File: src/rtl/serial_tx.sv
// 8N1 serial transmitter with a small circular byte FIFO in front of it.
// One start bit, eight data bits LSB first, one stop bit, each RCONST clocks long.
module serial_tx #(
    parameter int unsigned RCONST     = 868,
    parameter int unsigned DEPTH_LOG2 = 2
) (
    input  logic                  clk,
    input  logic                  rst_n,
    input  logic [7:0]            tx_byte,
    input  logic                  tx_wr,
    output logic                  tx_full,
    output logic [DEPTH_LOG2:0]   fifo_level,
    output logic                  tx_busy,
    output logic                  tx
);

    localparam int unsigned        DEPTH      = 1 << DEPTH_LOG2;
    localparam logic [15:0]        BIT_LAST   = 16'(RCONST - 1);
    localparam logic [DEPTH_LOG2:0] FULL_LEVEL = {1'b1, {DEPTH_LOG2{1'b0}}};

    typedef enum logic [1:0] {IDLE, START, DATA, STOP} state_t;

    state_t                 state;
    logic [15:0]            bit_cnt;
    logic [2:0]             bit_idx;
    logic [7:0]             shift_reg;
    logic [7:0]             mem [DEPTH];
    logic [DEPTH_LOG2-1:0]  wr_ptr;
    logic [DEPTH_LOG2-1:0]  rd_ptr;
    logic [DEPTH_LOG2:0]    level_next;
    logic                   push;
    logic                   pop;
    logic                   bit_end;

    assign bit_end = (bit_cnt == BIT_LAST);
    assign push    = tx_wr && !tx_full;
    // Pop from IDLE, or at the very end of a stop bit so frames run back-to-back.
    assign pop     = (fifo_level != '0) && ((state == IDLE) || (state == STOP && bit_end));

    // NOTE: every variable written in always_comb gets a default first, so no latch is inferred.
    always_comb begin
        level_next = fifo_level;
        if (push && !pop)
            level_next = fifo_level + 1'b1;
        else if (pop && !push)
            level_next = fifo_level - 1'b1;
    end

    // NOTE: storage has no reset; pointers and level define which entries are valid.
    always_ff @(posedge clk) begin
        if (push)
            mem[wr_ptr] <= tx_byte;
    end

    // NOTE: sequential state uses non-blocking assignments only.
    always_ff @(posedge clk or negedge rst_n) begin
        if (!rst_n) begin
            wr_ptr     <= '0;
            rd_ptr     <= '0;
            fifo_level <= '0;
            tx_full    <= 1'b0;
        end else begin
            if (push)
                wr_ptr <= wr_ptr + 1'b1;
            if (pop)
                rd_ptr <= rd_ptr + 1'b1;
            fifo_level <= level_next;
            tx_full    <= (level_next == FULL_LEVEL);
        end
    end

    always_ff @(posedge clk or negedge rst_n) begin
        if (!rst_n) begin
            state     <= IDLE;
            bit_cnt   <= '0;
            bit_idx   <= '0;
            shift_reg <= '0;
            tx        <= 1'b1;
            tx_busy   <= 1'b0;
        end else begin
            case (state)
                IDLE: begin
                    if (pop) begin
                        state     <= START;
                        shift_reg <= mem[rd_ptr];
                        tx        <= 1'b0;
                        tx_busy   <= 1'b1;
                    end
                end
                START: begin
                    if (bit_end) begin
                        bit_cnt <= '0;
                        state   <= DATA;
                        tx      <= shift_reg[0];
                    end else begin
                        bit_cnt <= bit_cnt + 16'd1;
                    end
                end
                DATA: begin
                    if (bit_end) begin
                        bit_cnt <= '0;
                        if (bit_idx == 3'd7) begin
                            bit_idx <= '0;
                            state   <= STOP;
                            tx      <= 1'b1;
                        end else begin
                            bit_idx   <= bit_idx + 3'd1;
                            shift_reg <= shift_reg >> 1;
                            tx        <= shift_reg[1];
                        end
                    end else begin
                        bit_cnt <= bit_cnt + 16'd1;
                    end
                end
                STOP: begin
                    if (bit_end) begin
                        bit_cnt <= '0;
                        if (pop) begin
                            state     <= START;
                            shift_reg <= mem[rd_ptr];
                            tx        <= 1'b0;
                        end else begin
                            state   <= IDLE;
                            tx_busy <= 1'b0;
                        end
                    end else begin
                        bit_cnt <= bit_cnt + 16'd1;
                    end
                end
                default: begin
                    state   <= IDLE;
                    bit_cnt <= '0;
                    tx      <= 1'b1;
                    tx_busy <= 1'b0;
                end
            endcase
        end
    end

endmodule

File: config.mk
export PLATFORM = sky130hd
export DESIGN_NAME = serial_tx
export DESIGN_NICKNAME = d
export VERILOG_FILES = /design/src/rtl/serial_tx.sv
export SDC_FILE = /design/constraint.sdc
export NUM_CORES = 1
export LEC_CHECK = 0
export ABC_AREA = 1
export ABC_CLOCK_PERIOD_IN_PS = 2350
export BUFFER_PORTS_ARGS = -buffer_cell sky130_fd_sc_hd__buf_2
export CAP_MARGIN = 20
export CELL_PAD_IN_SITES_DETAIL_PLACEMENT = 1
export CELL_PAD_IN_SITES_GLOBAL_PLACEMENT = 2
export CORE_UTILIZATION = 40
export DETAILED_ROUTE_END_ITERATION = 7
export GPL_ROUTABILITY_DRIVEN = 0
export HOLD_SLACK_MARGIN = 0.06
export PLACE_DENSITY_LB_ADDON = 0.3
export SYNTH_ARGS = -nofsm -noshare
export SYNTH_HDL_FRONTEND = slang
export SYNTH_SLANG_ARGS = --single-unit
File: constraint.sdc
create_clock -name clk -period 2.35 [get_ports clk]
set_clock_uncertainty 0.15 [all_clocks]
set_input_delay 0.1175 -clock clk [delete_from_list [all_inputs] [get_ports clk]]
set_output_delay 0.1175 -clock clk [all_outputs]
set_load 0.02 [all_outputs]
==> results_dict.tcl <==
set metrics [dict create \
    status "complete, no violations" \
    reg2reg_slack_ns 0.22 \
    drt_first_pass_iters 4 \
    powerDensity_nw_per_um2 788.4 \
    power_leakage_nw 1.787 \
    path_common_cell "nand2_2" \
    end_kind "register" \
    r2r_end "bit_cnt[12]$_DFFE_PN0P_" \
    swShare_pct 30.74 \
    hp-class "in2async" \
    p_comb_share_pct 18.4 \
    syn-instance-count 332 \
    synthTopCellsByArea "edfxtp_1 28%, dfrtp_1 27%, ha_1 5.4%, o21ai_0 4.6%, nor2_1 4.5%" \
    r2r_cells 10 \
    first_global_vias 2545 \
    drive_gt1_share_pct 21.75 \
    r2r-start "state[0]$_DFFE_PN0P_" \
    via_per_inst 4.998 \
    critPathBufInv 2 \
    netlist.area_leader.share_pct 27.52 \
    antenna_cells 0 \
    drt_iter0_drc 76 \
    cp-startpoint "state[0]$_DFFE_PN0P_" \
    post_cts.repair.setup_buffers 0 \
    initial_core_util_pct 41.87 \
    final.setup.tns_ns 0 \
    synthAdderAreaFrac_pct 5.374 \
    layout_common_cells "42 x nor2_1, 41 x nand2_1, 38 x dfrtp_1" \
    cts_root_buffer "clkbuf_8" \
    crit_fanout 7 \
    fp.dieArea_sq_um 9108 \
    clkTransAtPathRegs_ns 0.09 \
    crit_chain "inv_1 -> ha_1 -> inv_4 -> nand3_2 -> nor3_4 -> nand2_2 -> nor2_2 -> nand2_2 -> nor2_1 -> xor2_1" \
    antenna_found_initial 0 \
    async_flop_share_pct 54.93 \
    synth_top_family_by_area "simple AND/OR/NAND/NOR gates" \
    synth_xor_area_share_pct 2.508 \
    p_int_mw 2.212 \
    setup_viol 0 \
    fin_crit_ns 2.134 \
    period_share_pct 90.80 \
    nets 398 \
    area_delta_synth_final_pct 16.02 \
    synth_cell_types 38 \
    grt_max_degree 36 \
    rows 33 \
    place_ws_ns 0.2348 \
    dpl.hpwl_mm 5.188 \
    synth_fp_nets 358 \
    yosys_warnings 0 \
    vias 2409 \
    grt_pass1_wl_mm 12.12 \
    final_common_cell "nor2_1" \
    cpLargestDelayFamily "simple AND/OR/NAND/NOR gates" \
    die_h_um 95.44 \
    p_seq_share_pct 48.9 \
    synth_compound_area_share_pct 12.43 \
    largest_reg_flops 32 \
    synthFlopType "dfrtp_1" \
    p_switching_mw 0.9817 \
    peakVddDrop_mv 0.4942 \
    port_buffers 16 \
    worst_skew_pair.late_latency_ns 0.36 \
    yosys.area_share.simple_pct 18.60 \
    h-tree-depth 3 \
    worst_slew_pin_slew_ns 0.5016 \
    cts_buffers 9 \
    layout_setup_ws_ns 0.2161 \
    gr-total-overflow 0 \
    finalHoldViolCount 0 \
    rsz0062_at_grt "false" \
    grtUsageTotal_pct 18.05 \
    synth_edf_count 32 \
    synth_seq_cells 71 \
    synth_area_leader_cell "edfxtp_1" \
    slew_violations 0 \
    cts.sinks 71 \
    synthMuxAreaShare_pct 0.3225 \
    crit_path_start_kind "register" \
    syn_area_sq_um 3492 \
    cts_tree "built" \
    core_sq_um 8341 \
    critPathMaxStageDelay_ns 0.40 \
    relSlewSlack_pct 66.52 \
    cp_num_cells 10 \
    ios 17 \
    drcViolationCount 0 \
    crit_required_ns 2.47 \
    slowest_stage "dfrtp_1" \
    postRouteAntennaNets 0 \
    cts.path.max_buffers 2 \
    yosysSeqAreaShare_pct 55.50 \
    cp_data_arrival_time_ns 2.26 \
    maxCapViolCount 0 \
    die_w_um 95.44 \
    wl_mm 7.217 \
    pwr-share-clk_pct 32.7 \
    max_freq_mhz 468.6 \
    wl_per_cell_um 14.97 \
    crit_type "reg2reg" \
    syn_area_per_cell_sq_um 10.52 \
]
==> worst max-delay path by stage <==
stage / to
after global placement: tx_full$_DFF_PN0_
after CTS: bit_cnt[12]$_DFFE_PN0P_
after global routing: bit_cnt[14]$_DFFE_PN0P_
after detailed placement: bit_cnt[15]$_DFFE_PN0P_
final: bit_cnt[12]$_DFFE_PN0P_
after floorplan: shift_reg[6]$_DFFE_PN0P_
==> synthesized netlist by cell type (2+ instances only) <==
library cell,n
a21oi_1,12
buf_2,2
clkbuf_1,3
dfrtp_1,38
edfxtp_1,32
ha_1,15
inv_1,36
inv_4,2
nand2_1,41
nand2_2,8
nand2_4,3
nand2_8,2
nand3_1,7
nand3_2,3
nand3b_1,4
nand4_1,4
nor2_1,42
nor2_2,4
nor2_4,2
nor3_2,3
o21ai_0,32
o21ai_2,8
o221ai_1,6
xnor2_1,3
xor2_1,7
==> routing by layer <==
| metal | vias to the layer above | part of all wire (%) | GRT usage (%) |
|---|---|---|---|
| li1 | 1193 | - | - |
| met1 | 1183 | 45 | 21.93 |
| met2 | 25 | 51 | 31.13 |
| met3 | 8 | 2.7 | 4.386 |
| met4 | 0 | 1.3 | 6.343 |
| met5 | - | 0 | 0 |
==> through the flow <==
step	util [%]	hold slack (ns)	area, sq um	cells	power [mW]
final	48.57	0.1953	4051	482	3.194
after global routing	48.57	0.2477	4051	482	3.384
after CTS	48.57	0.2217	4051	482	3.238
after global placement	44.73	-0.2064	3731	455	2.154
after detailed placement	44.73	-0.2125	3731	455	2.177
after floorplan	-	-0.3281	3492	332	1.952
==> logic make-up after synthesis <==
logic type	count (synthesis)
compound gates	66
fa+ha+maj	15
xor+xnor	10
flops	71
buf+inv	45
mux	1
simple gates	124
==> cell type report <==
type | instances | area, sq um
inverters | 39 | 151.4
repair buffers | 35 | 250.2
clock inverters | 7 | 86.33
clock buffers | 9 | 123.9
multi-input cells | 216 | 1370
fillers | 931 | 4289
flip-flops and latches | 71 | 1938
well taps | 105 | 131.4
==> repair_timing <==
| action | in CTS | in global routing |
|---|---|---|
| gates resized for setup | 0 | 0 |
| hold endpoints to repair | 71 | 0 |
| hold buffers | 11 | 0 |
==> worst reg2reg max path, delay by kind of cell, from the launching register on <==
family	cells	cell delay, ns
DFF	1	0.40
xor gates and xnor gates	1	0.17
buffers and inverters	2	0.28
and+or+nand+nor	6	0.74
adders and majority gates	1	0.32
==> power groups by stage <==
| stage | registers [mW] | logic (mW) | clock network (mW) |
|---|---|---|---|
| after CTS | 1.57 | 0.601 | 1.07 |
| after detailed placement | 1.59 | 0.585 | 0 |
| after global placement | 1.59 | 0.565 | 0 |
| after floorplan | 1.61 | 0.342 | 0 |
| final | 1.56 | 0.587 | 1.05 |
| after global routing | 1.58 | 0.674 | 1.13 |
Note: power is estimated with default switching activity, not from simulation.
